===== src/rtl/fifo_write_arbiter_if.sv =====
// Write-side bus between NUM_REQ requesters, the burst arbiter and the async FIFO write logic.
// The arbiter takes the slave modport; requesters and FIFO status take the master modport.
interface fifo_write_arbiter_if #(
    parameter int unsigned NUM_REQ    = 4,
    parameter int unsigned DATA_WIDTH = 8
);
    localparam int unsigned ID_W = $clog2(NUM_REQ);

    logic [NUM_REQ-1:0]            req_Valid;
    logic [NUM_REQ*DATA_WIDTH-1:0] req_Data;
    logic [NUM_REQ-1:0]            req_Last;
    logic [NUM_REQ-1:0]            req_Ready;
    logic                          fifo_Full;
    logic                          w_Inc;
    logic [DATA_WIDTH-1:0]         w_Data;
    logic [ID_W-1:0]               grant_Id;
    logic                          busy;

    modport slave (
        input  req_Valid, req_Data, req_Last, fifo_Full,
        output req_Ready, w_Inc, w_Data, grant_Id, busy
    );

    modport master (
        output req_Valid, req_Data, req_Last, fifo_Full,
        input  req_Ready, w_Inc, w_Data, grant_Id, busy
    );
endinterface


===== src/rtl/fifo_write_arbiter.sv =====
// Burst-locked arbiter sharing the async FIFO write port among NUM_REQ requesters.
// Define WARB_FIXED_PRIO_EN for lowest-index-wins arbitration instead of round-robin.
module fifo_write_arbiter #(
    parameter int unsigned NUM_REQ    = 4,
    parameter int unsigned DATA_WIDTH = 8,
    parameter int unsigned MAX_BURST  = 4
) (
    input  logic                w_Clk,
    input  logic                w_Rst,
    fifo_write_arbiter_if.slave arb
);
    localparam int unsigned ID_W  = $clog2(NUM_REQ);
    localparam int unsigned CNT_W = $clog2(MAX_BURST + 1);

    typedef enum logic {
        IDLE  = 1'b0,
        BURST = 1'b1
    } state_t;

    state_t           state_q, state_d;
    logic [ID_W-1:0]  grant_q, grant_d;
    logic [CNT_W-1:0] beat_cnt_q, beat_cnt_d;
    logic [ID_W-1:0]  winner;
    logic             any_valid;
    logic             xfer;
    logic             burst_done;

`ifndef WARB_FIXED_PRIO_EN
    logic [ID_W-1:0]  rr_ptr_q, rr_ptr_d;
    logic [ID_W-1:0]  grant_nxt;
    logic [ID_W:0]    cand;
    logic             found;
`endif

    assign any_valid = |arb.req_Valid;

`ifdef WARB_FIXED_PRIO_EN
    // Lowest valid index wins; scanning downward leaves the smallest index last.
    always_comb begin
        winner = '0;
        for (int k = int'(NUM_REQ) - 1; k >= 0; k--) begin
            if (arb.req_Valid[k]) begin
                winner = ID_W'(k);
            end
        end
    end
`else
    // Round-robin search from rr_ptr, wrapping NUM_REQ-1 -> 0 (NUM_REQ need not be a power of two).
    always_comb begin
        winner = '0;
        found  = 1'b0;
        cand   = '0;
        for (int k = 0; k < int'(NUM_REQ); k++) begin
            cand = {1'b0, rr_ptr_q} + (ID_W+1)'(k);
            if (cand >= (ID_W+1)'(NUM_REQ)) begin
                cand = cand - (ID_W+1)'(NUM_REQ);
            end
            if (!found && arb.req_Valid[cand[ID_W-1:0]]) begin
                found  = 1'b1;
                winner = cand[ID_W-1:0];
            end
        end
    end

    assign grant_nxt = (grant_q == ID_W'(NUM_REQ - 1)) ? '0 : grant_q + 1'b1;
`endif

    // Next-state and same-cycle handshake outputs; fifo_Full masks everything.
    always_comb begin
        state_d    = state_q;
        grant_d    = grant_q;
        beat_cnt_d = beat_cnt_q;
`ifndef WARB_FIXED_PRIO_EN
        rr_ptr_d   = rr_ptr_q;
`endif
        xfer          = 1'b0;
        burst_done    = 1'b0;
        arb.req_Ready = '0;
        arb.w_Inc     = 1'b0;
        arb.w_Data    = arb.req_Data[grant_q*DATA_WIDTH +: DATA_WIDTH];

        unique case (state_q)
            IDLE: begin
                if (any_valid) begin
                    state_d    = BURST;
                    grant_d    = winner;
                    beat_cnt_d = '0;
                end
            end
            BURST: begin
                xfer                   = arb.req_Valid[grant_q] & ~arb.fifo_Full;
                arb.req_Ready[grant_q] = ~arb.fifo_Full;
                arb.w_Inc              = xfer;
                burst_done = arb.req_Last[grant_q] ||
                             (beat_cnt_q == CNT_W'(MAX_BURST - 1));
                if (xfer) begin
                    beat_cnt_d = beat_cnt_q + 1'b1;
                    if (burst_done) begin
                        state_d    = IDLE;
                        beat_cnt_d = '0;
`ifndef WARB_FIXED_PRIO_EN
                        rr_ptr_d   = grant_nxt;
`endif
                    end
                end
            end
            default: state_d = IDLE;
        endcase
    end

    always_ff @(posedge w_Clk or negedge w_Rst) begin
        if (!w_Rst) begin
            state_q    <= IDLE;
            grant_q    <= '0;
            beat_cnt_q <= '0;
`ifndef WARB_FIXED_PRIO_EN
            rr_ptr_q   <= '0;
`endif
        end else begin
            state_q    <= state_d;
            grant_q    <= grant_d;
            beat_cnt_q <= beat_cnt_d;
`ifndef WARB_FIXED_PRIO_EN
            rr_ptr_q   <= rr_ptr_d;
`endif
        end
    end

    assign arb.grant_Id = grant_q;
    assign arb.busy     = (state_q == BURST);

endmodule


===== src/flat_wrapper.sv =====
// flat-port wrapper written by rule: the top's interface ports become plain ports
module fifo_write_arbiter_flat 
#(
    parameter int unsigned NUM_REQ    = 4,
    parameter int unsigned DATA_WIDTH = 8,
    parameter int unsigned MAX_BURST  = 4
)
  (w_Clk, w_Rst, arb_req_Valid, arb_req_Data, arb_req_Last, arb_fifo_Full, arb_req_Ready, arb_w_Inc, arb_w_Data, arb_grant_Id, arb_busy);
  fifo_write_arbiter_if #(.NUM_REQ(NUM_REQ), .DATA_WIDTH(DATA_WIDTH)) arb_i ();
  input  logic w_Clk;
  input  logic w_Rst;
  input wire logic [$bits(arb_i.req_Valid)-1:0] arb_req_Valid;
  input wire logic [$bits(arb_i.req_Data)-1:0] arb_req_Data;
  input wire logic [$bits(arb_i.req_Last)-1:0] arb_req_Last;
  input wire logic [$bits(arb_i.fifo_Full)-1:0] arb_fifo_Full;
  output wire logic [$bits(arb_i.req_Ready)-1:0] arb_req_Ready;
  output wire logic [$bits(arb_i.w_Inc)-1:0] arb_w_Inc;
  output wire logic [$bits(arb_i.w_Data)-1:0] arb_w_Data;
  output wire logic [$bits(arb_i.grant_Id)-1:0] arb_grant_Id;
  output wire logic [$bits(arb_i.busy)-1:0] arb_busy;
  assign arb_i.req_Valid = arb_req_Valid;
  assign arb_i.req_Data = arb_req_Data;
  assign arb_i.req_Last = arb_req_Last;
  assign arb_i.fifo_Full = arb_fifo_Full;
  assign arb_req_Ready = arb_i.req_Ready;
  assign arb_w_Inc = arb_i.w_Inc;
  assign arb_w_Data = arb_i.w_Data;
  assign arb_grant_Id = arb_i.grant_Id;
  assign arb_busy = arb_i.busy;
  fifo_write_arbiter #(.NUM_REQ(NUM_REQ), .DATA_WIDTH(DATA_WIDTH), .MAX_BURST(MAX_BURST)) u_core (.w_Clk(w_Clk), .w_Rst(w_Rst), .arb(arb_i));
endmodule

===== config.mk =====
export PLATFORM = sky130hd
export DESIGN_NAME = fifo_write_arbiter_flat
export DESIGN_NICKNAME = d
export VERILOG_FILES = /design/src/rtl/fifo_write_arbiter_if.sv /design/src/rtl/fifo_write_arbiter.sv /design/src/flat_wrapper.sv
export SDC_FILE = /design/constraint.sdc
export NUM_CORES = 1
export LEC_CHECK = 0
export ABC_AREA = 1
export CELL_PAD_IN_SITES_DETAIL_PLACEMENT = 1
export CELL_PAD_IN_SITES_GLOBAL_PLACEMENT = 1
export CORE_ASPECT_RATIO = 0.5
export CORE_MARGIN = 5
export CORE_UTILIZATION = 25
export CTS_CLUSTER_DIAMETER = 60
export DETAILED_ROUTE_END_ITERATION = 10
export PLACE_DENSITY_LB_ADDON = 0.3
export SLEW_MARGIN = 20
export SYNTH_ARGS = -nofsm -noshare
export SYNTH_HDL_FRONTEND = slang
export SYNTH_SLANG_ARGS = --single-unit

===== constraint.sdc =====
create_clock -name w_Clk -period 2.1 [get_ports w_Clk]
set_clock_uncertainty 0.15 [all_clocks]
set_input_delay 0.315 -clock w_Clk [delete_from_list [all_inputs] [get_ports w_Clk]]
set_output_delay 0.315 -clock w_Clk [all_outputs]
set_load 0.01 [all_outputs]

-- Word level (Yosys, flattened, before mapping)
Index checks and enable logic that the tools add are counted.
- register bits: 8
- output and inout bits: 16
- bits of input ports: 43
- logic and storage cells: 80
- muxes and demuxes: 36
- reduce and logical (&&, ||, !) cells: 12
- equality and inequality tests: 4
- shifts and indexed selects: 1
- $add $sub $neg: 9
- bitwise logic cells: 4
- magnitude comparators: 10
- operators with widths (cell ; count):
    indexed part select 32 x 6 -> 8 bit ; 1
    two-way mux 2 bit ; 9
    less-than comparator 2 x 3 -> 1 bit (second input constant) ; 5
    two-way mux 1 bit ; 14
    binary-select mux 1 bit (select 2 bit) ; 6
    greater-or-equal comparator 3 bit (second input constant) ; 3
    two-way mux 3 bit ; 3
    subtractor 2 x 1 -> 2 bit (second input constant) ; 4
    adder 2 x 2 -> 3 bit (second input constant) ; 2
    one-hot mux 3 bit (2 select lines) ; 1
    bitwise AND 4 bit ; 1
    logical AND 1 bit ; 4
    two-way mux 4 bit ; 1
    AND reduction 2 bit ; 2
    OR reduction 4 bit ; 1
    adder 2 x 1 -> 3 bit (second input constant) ; 1
    adder 3 x 1 -> 3 bit (second input constant) ; 1
    equality test 3 x 2 -> 1 bit (second input constant) ; 1
    greater-or-equal comparator 2 x 3 -> 1 bit (second input constant) ; 1
    logical NOT 1 bit ; 3
    AND reduction 3 bit ; 1
    adder 2 x 1 -> 2 bit (second input constant) ; 1
    demux 1 bit (select 2 bit) ; 1
    equality test 2 bit (second input constant) ; 1
    7 further kinds ; 8

-- Longest topological paths before layout
- depth in word-level cells: 14
- mapped depth: 11
- gate-level depth less buffers: 11

-- Worst setup path before layout
Ideal clock, no wire load.
- kind: reg-to-output
- start point: register u_core.grant_q[0], in the netlist u_core.arb.grant_Id[0]
- end point: output port arb_req_Ready[2]
- data arrival time: 1.239 ns
- data required time: 1.635 ns
- setup slack: 0.396 ns
- path buffers: 2
- cell stages (with the launch flop): 7
- cells stage by stage: dfrtp_1 > inv_2 > buf_6 > buf_2 > ha_1 > inv_1 > nor2_1
- word-level cells in the longest chain between the ends: 6
- elaborated cells between the ends (all ways): 7
- classes of those cells: 2 x order compare; 3 x mux; 1 x bitwise; 1 x reduce/logical
- ends and longest elaborated chain (element ; line ; source):
    from (decl) ; fifo_write_arbiter.sv:21 ; logic [ID_W-1:0] grant_q, grant_d;
    from (signal assigned) ; fifo_write_arbiter.sv:121 ; grant_q <= grant_d;
    less-than comparator 2 x 3 -> 1 bit (implied by the code) or greater-or-equal comparator 2 x 1 -> 1 bit (tied branches) ; fifo_write_arbiter.sv:92 ; arb.req_Ready[grant_q] = ~arb.fifo_Full;
    logical AND 1 bit (implied by the code) ; fifo_write_arbiter.sv:92 ;
    two-way mux 1 bit (implied by the code) ; fifo_write_arbiter.sv:92 ;
    demux 1 bit (select 2 bit) * ; - ;
    bitwise AND 4 bit (no line) * ; - ;
    two-way mux 4 bit * ; fifo_write_arbiter.sv:82 ; unique case (state_q)
    to (decl) ; flat_wrapper.sv:16 ; output wire logic [$bits(arb_i.req_Ready)-1:0] arb_req_Ready;
Every way passes the cells marked *; elsewhere a longest branch is shown, timed or not.

-- Worst setup path after layout
- start point: register u_core.grant_q[0], in the netlist u_core.arb.grant_Id[0]
- end point: output port arb_w_Inc
- word-level cells in the longest chain between the ends: 4
- ends and longest elaborated chain (element ; line ; source):
    binary-select mux 1 bit (select 2 bit) ; fifo_write_arbiter.sv:91 ; xfer = arb.req_Valid[grant_q] & ~arb.fifo_Full;
    two-way mux 1 bit (implied by the code) ; fifo_write_arbiter.sv:91 ;
    bitwise AND 1 bit ; fifo_write_arbiter.sv:91 ;
    two-way mux 1 bit ; fifo_write_arbiter.sv:82 ;
    to (decl) ; flat_wrapper.sv:17 ; output wire logic [$bits(arb_i.w_Inc)-1:0] arb_w_Inc;
Every way passes these cells. The select of a mux whose other input is x is not followed.

==> flow_metrics.env <==
export IMPL_timing_rr_start="u_core.arb.grant_Id[0]$_DFFE_PN0P_"
export IMPL_min_period_ns=2.032
export IMPL_cts_root_buffer="clkbuf_8"
export IMPL_synth_nets=223
export IMPL_yosysWarnings=0
export IMPL_worstSetupPathType="flip-flop to output port"
export IMPL_core_sq_mm=0.004024
export IMPL_p_per_area_mw_per_mm2=1243
export IMPL_switching_share=0.5026
export IMPL_netlist_area_leader_share=0.1867
export IMPL_globalplace_congestion=0.7683
export IMPL_rr_worst_depth=8
export IMPL_setup_violations=0
export IMPL_layoutNonFillerInstCount=298
export IMPL_io_pins=59
export IMPL_path_depth=5
export IMPL_vias_per_cell=4.641
export IMPL_power_frac_comb=0.771
export IMPL_synth_edf_count=0
export IMPL_pwr_share_clk=0.087
export IMPL_nets=295
export IMPL_htree_num_levels=1
export IMPL_hpwlAfterDp_um=3272
export IMPL_grt_max_degree=18
export IMPL_drt_iter0_markers=40
export IMPL_hold_viol=0
export IMPL_initial_core_util=0.2665
export IMPL_detail_route_antenna_nets=0
export IMPL_end_kind="output port"
export IMPL_synth_common_cells="50 x nand2_1, 26 x nor2_1, 17 x o21ai_0"
export IMPL_clk_path_buf_depth=2
export IMPL_cp_slowest_cell="dfrtp_2"
export IMPL_seqCellArea_sq_um=201.4
export IMPL_p_int_w=0.001129
export IMPL_diodes=0
export IMPL_ys_seq_area_frac=0.1867
export IMPL_path_cells="buf_4 -> buf_4 -> o211ai_1 -> a21oi_4 -> clkdlybuf4s15_1"
export IMPL_clk_pin_slew_ns=0.05
export IMPL_startpoint_type="flip-flop"
export IMPL_p_leak_nw=0.8771
export IMPL_hp_class="primary input to asynchronous set/reset pin"
export IMPL_crit_start="u_core.arb.grant_Id[0]$_DFFE_PN0P_"
export IMPL_antenna_found_initial=0
export IMPL_postSynthCellCount=174
export IMPL_dpl_cell_count=292
export IMPL_yosysMostFrequentCell="nand2_1"
export IMPL_period_share=0.9676
export IMPL_first_pass_iters=3
export IMPL_seq_power_share=0.142
export IMPL_maxCapViolCount=0
export IMPL_drive_gt1_frac=0.1844
export IMPL_worstPathRequired_ns=1.63
export IMPL_gr_total_overflow=0
export IMPL_regToRegSetupSlack_ns=0.26
export IMPL_crit_end="arb_w_Inc"
export IMPL_outcome="complete, no violations"
export IMPL_rows=16
export IMPL_synth_top_area_cell="dfrtp_1"
export IMPL_critPathMaxFanout=4
export IMPL_worst_path_buf_inv=3
export IMPL_tightest_slew_ns=0.4209
export IMPL_area_growth_syn_to_layout_pct=70.25
export IMPL_wl_per_cell_um=14.20
export IMPL_die_h_um=56.31
export IMPL_holdBufCountCts=0
export IMPL_clk_latency_ns=0.24
export IMPL_io_buffers=58
export IMPL_die_x_um=102.6
export IMPL_synth_main_ff_cell="dfrtp_1"
export IMPL_arrival_ns=1.57
export IMPL_syn_area_sq_mm=0.001072
export IMPL_max_stage_delay_ns=0.43
export IMPL_rsz0062_at_grt="no"
export IMPL_die_area_sq_mm=0.005779
export IMPL_irDropWorstVdd_uv=322.6
export IMPL_reg2reg_to="u_core.beat_cnt_q[0]$_DFFE_PN0P_"
export IMPL_max_freq_mhz=492.1
export IMPL_grt_pass1_wl_um=6651
export IMPL_multi_input_area_sq_um=750.7
export IMPL_p_sw_w=0.001141
export IMPL_nFillCells=523
export IMPL_cts_made_buffers=3
export IMPL_synth_avg_cell_area_sq_um=6.163
export IMPL_path_common_cell="buf_4"
export IMPL_routed_wl_um=4231
export IMPL_cts_tree="done"
export IMPL_ys_ff_latch=8
export IMPL_grt_pass1_vias=1417
export IMPL_synth_distinct_cells=24
export IMPL_synth_area_leaders="dfrtp_1 19%, nand2_1 18%, nor2_1 9.1%"
export IMPL_slew_viol_final=0
export IMPL_power_w=0.002270
export IMPL_cts_sinks=8
export IMPL_vias=1383
export IMPL_route_detailed_drc=0
export IMPL_cpLargestDelayFamily="buffers and inverters"
export IMPL_async_flop_share=1.000
export IMPL_relSlewSlack=0.7194
export IMPL_grtUsageTotal=0.1469
state kept, by name (all words and copies together), names as in the netlist:
signal / count
u_core.arb.busy: 1
u_core.arb.grant_Id: 2
u_core.beat_cnt_q: 3
u_core.rr_ptr_q: 2
power by group through the flow:
stage,Clock (W),Sequential (W),Combinational (W)
floorplan,0,0.000309,0.00111
global placement,0,0.000328,0.00174
detailed placement,0,0.000331,0.00178
CTS,0.000199,0.000322,0.00175
global route,0.000212,0.000336,0.00197
finish,0.000196,0.000323,0.00175
kinds of logic after synthesis:
group                    after synthesis  synth area share
AO/OA/AOI/OAI                         35            0.2007
adder cells (fa/ha/maj)                6           0.07001
buffers and inverters                 25            0.1155
flip-flops                             8            0.1867
AND/OR/NAND/NOR                      100            0.4271
through the flow:
stage          setup WS, ns  hold slack, ns  cell area, sq um  TNS (ns)    util
2_1_floorplan        0.3961         -0.1306              1072         0       -
4_1_cts           0.0003980          0.2210              1812         0  0.4502
3_3_place_gp        -0.1328          0.3164              1762   -0.1328  0.4378
5_1_grt             0.01482          0.2456              1826         0  0.4537
6_report            0.06802          0.2136              1826         0  0.4537
3_5_place_dp        -0.1596          0.3309              1762   -0.3062  0.4378
cells in the final DEF, fill, tap and decap left out, drive strengths merged:
cell / instances
nand2: 59
clkdlybuf4s50: 45
nor2: 28
o21ai: 21
inv: 18
buf: 16
dlygate4sd2: 11
nand3: 11
o22ai: 8
dfrtp: 8
ha: 6
clkbuf: 3
a21oi: 3
o211ai: 2
nor4: 1
nand2b: 1
o21a: 1
dlymetal6s2s: 1
clkdlybuf4s15: 1
worst min path at each step:
stage | start | to | slack [ns] | cells after the start
after floorplan | w_Rst | u_core.arb.busy$_DFF_PN0_ | -0.13 | 0
after global placement | u_core.beat_cnt_q[1]$_DFFE_PN0P_ | u_core.beat_cnt_q[1]$_DFFE_PN0P_ | 0.32 | 2
after global routing | w_Rst | u_core.rr_ptr_q[0]$_DFFE_PN0P_ | 0.25 | 1
after CTS | w_Rst | u_core.rr_ptr_q[0]$_DFFE_PN0P_ | 0.22 | 1
after detailed placement | u_core.beat_cnt_q[0]$_DFFE_PN0P_ | u_core.beat_cnt_q[0]$_DFFE_PN0P_ | 0.33 | 1
final | w_Rst | u_core.arb.grant_Id[1]$_DFFE_PN0P_ | 0.21 | 1
layout make-up:
class,instances,area share
Timing Repair Buffer,74,0.3818
Sequential cell,8,0.1103
Clock buffer,3,0.02262
Multi-Input combinational cell,141,0.4112
Inverter,18,0.03701
Tap cell,54,0.03701
layer usage:
layer  part of all wire  routed length (um)  track usage
met1               0.42                1763       0.1669
met2               0.49                2061       0.2679
met3              0.079                 334      0.02596
met4              0.017                  72      0.06168
met5                  0                   0            0
repair_timing:
| action | 4_1_cts | 5_1_grt |
|---|---|---|
| endpoints found under the hold margin | 0 | 0 |
| endpoints found under the setup margin | 14 | 2 |
| setup buffers | 2 | 1 |
| resized for setup | 16 | 3 |
| gates cloned | 0 | 0 |
| pin swaps | 0 | 1 |
(Power assumes the default switching activity.)
==> edit: new RTL, config.mk and constraints unchanged <==
`DATA_WIDTH` is set to 8 in 3 places; all go to 6.
--- a/src/rtl/fifo_write_arbiter_if.sv
+++ b/src/rtl/fifo_write_arbiter_if.sv
@@ -2,7 +2,7 @@
 // The arbiter takes the slave modport; requesters and FIFO status take the master modport.
 interface fifo_write_arbiter_if #(
     parameter int unsigned NUM_REQ    = 4,
-    parameter int unsigned DATA_WIDTH = 8
+    parameter int unsigned DATA_WIDTH = 6
 );
     localparam int unsigned ID_W = $clog2(NUM_REQ);
 
--- a/src/rtl/fifo_write_arbiter.sv
+++ b/src/rtl/fifo_write_arbiter.sv
@@ -2,7 +2,7 @@
 // Define WARB_FIXED_PRIO_EN for lowest-index-wins arbitration instead of round-robin.
 module fifo_write_arbiter #(
     parameter int unsigned NUM_REQ    = 4,
-    parameter int unsigned DATA_WIDTH = 8,
+    parameter int unsigned DATA_WIDTH = 6,
     parameter int unsigned MAX_BURST  = 4
 ) (
     input  logic                w_Clk,
--- a/src/flat_wrapper.sv
+++ b/src/flat_wrapper.sv
@@ -2,7 +2,7 @@
 module fifo_write_arbiter_flat 
 #(
     parameter int unsigned NUM_REQ    = 4,
-    parameter int unsigned DATA_WIDTH = 8,
+    parameter int unsigned DATA_WIDTH = 6,
     parameter int unsigned MAX_BURST  = 4
 )
   (w_Clk, w_Rst, arb_req_Valid, arb_req_Data, arb_req_Last, arb_fifo_Full, arb_req_Ready, arb_w_Inc, arb_w_Data, arb_grant_Id, arb_busy);
Ports: changed (resized arb_req_Data and arb_w_Data); port bits go from 59 to 49. The function was not compared with the original's and may differ.
==> edit against the original RTL <==
Cell area is 8.6% lower. Total power down 18%. Synthesized area fell by 9.8%. Sequential power decreased by 7.4%. Non-clock buffer count down 8. Sequential cell count unchanged. Die area decreased by 8.5%. Setup slack improved by 0.053 ns. First-iteration DRC count decreased by 13%. Count of clock-buffer cells in the layout unchanged. Wire length is 11% lower. Critical path type unchanged. Critical endpoint is now arb_w_Data[3]. Highest routed layer unchanged.
==> edit: results (changes against the original RTL) <==
place:
  placement.setup.worst_slack_ns: -0.150  # was -0.160 ns
  placement.cell_area_um2: 1590  # was 1760 um2
  gp_congestion: 0.755  # was 0.768
  io_buffer_count: 48  # was 58
  total_half_perimeter_wirelength_after_legalization_and_detailed_placement_um: 3050  # was 3270 um
grt:
  via_count_of_the_first_global_routing_pass: 1294  # was 1,417
  grt_start_max_net_pins: 17  # was 18
  wire_length_of_the_first_global_routing_pass_um: 6170  # was 6650 um
routing:
  wirelength_um: 3750  # was 4230 um
  pre_antenna_drt_iters: 6  # was 3
  vias_per_cell: 4.56  # was 4.64
  detailedRoute.firstIterationViolations: 35  # was 40
timing:
  max_slew_margin_pct: 73.3  # was 71.9%
layout:
  area_share_nonclk_buffers_pct: 37.2  # was 38.2%
  inv_count: 21  # was 18
  num-multi-input-gates: 132  # was 141
  post_route_cells_drive_above_1_share_pct: 14.3  # was 18.4%
  final_instance_area_um2: 1670  # was 1830 um2
  fin_nets: 273  # was 295
  area_share_clock_buf_inv_pct: 2.47  # was 2.26%
  seq-cell-share_pct: 12.1  # was 11.0%
  nFillCells: 498  # was 523
setup_path:
  cp.arrival_ns: 1.51  # was 1.57 ns
  worst_path_max_delay_cell: "sky130_fd_sc_hd__dfrtp_1"  # was sky130_fd_sc_hd__dfrtp_2
  crit_path_max_fanout: 10  # was 4
synthesis:
  synth.cells.most_frequent: "sky130_fd_sc_hd__nand2_1 (59), sky130_fd_sc_hd__inv_1 (18), sky130_fd_sc_hd__nor2_1 (17), sky130_fd_sc_hd__o21ai_0 (17), sky130_fd_sc_hd__nand3_1 (9)"  # was sky130_fd_sc_hd__nand2_1 (50), sky130_fd_sc_hd__nor2_1 (26), sky130_fd_sc_hd__o21ai_0 (17)
  synth.yosys.seq_area_share_pct: 20.7  # was 18.7%
  cell_types_occupying_the_most_area_after_synthesis: "sky130_fd_sc_hd__nand2_1 (23%), sky130_fd_sc_hd__dfrtp_1 (21%), sky130_fd_sc_hd__o21ai_0 (8.8%)"  # was sky130_fd_sc_hd__dfrtp_1 (19%), sky130_fd_sc_hd__nand2_1 (18%), sky130_fd_sc_hd__nor2_1 (9.1%)
  syn-num-nets: 207  # was 223
power_and_ir_drop:
  power_sequential_uw: 299  # was 323 uW
  power.static_leakage_nw: 0.865  # was 0.877 nW
  peakVddDrop_mv: 0.310  # was 0.323 mV
run_status:
  outcome: "completed"  # unchanged
die:
  dieWidth_um: 98.0  # was 103 um
==> edit: cell count changes in the layout (fill, tap and decap cells not counted), sizes merged, moves of 3 or more <==
cell	change
clkdlybuf4s50	-8
dlygate4sd2	-4
dlymetal6s2s	+3
nor2	-9
o21ai	-4
==> edit: worst paths after layout <==
kind | from | to | slack (ns) | cells after the start
min reg2reg | u_core.beat_cnt_q[1] | u_core.beat_cnt_q[1] | 0.37 | 2
max in group asynchronous | w_Rst | u_core.arb.grant_Id[1] | 1.26 | 1
min in group w_Clk | u_core.beat_cnt_q[1] | u_core.beat_cnt_q[1] | 0.37 | 2
max reg2reg | u_core.arb.grant_Id[0] | u_core.rr_ptr_q[1] | 0.36 | 8
max | u_core.arb.grant_Id[0] | arb_w_Data[3] | 0.12 | 5
min | w_Rst | u_core.beat_cnt_q[0] | 0.23 | 1
==> edit: stage by stage <==
step	instances	setup TNS [ns]
floorplan	166	0
detailed placement	278	-0.150
global route	284	0
global placement	278	-0.131
CTS	282	-0.218
finish	284	0
==> edit: routing by layer <==
metal | vias up | wire (um) | global-route usage [%]
met5 | - | 0 | 0
met3 | 2 | 131 | 2.33
met1 | 604 | 1800 | 18.0
li1 | 664 | - | -
met4 | 0 | 23 | 3.45
met2 | 25 | 1800 | 26.7
==> edit: cells by family (layout without fill, tap and decap cells) <==
family                   count (synthesis)  in the layout  synth area share, %
adder cells (fa/ha/maj)                  6              6                 7.76
flip-flops                               8              8                 20.7
AO/OA/AOI/OAI                           31             31                 18.4
AND/OR/NAND/NOR                         95             95                 41.3
buffers and inverters                   26             90                 11.9
==> edit: repair_timing <==
action | CTS | global route
setup endpoints to repair | 11 | 4
gates cloned | 0 | 0
setup buffers | 1 | 2
gates resized for setup | 10 | 6
pin swaps | 0 | 0
hold buffers | 0 | 0
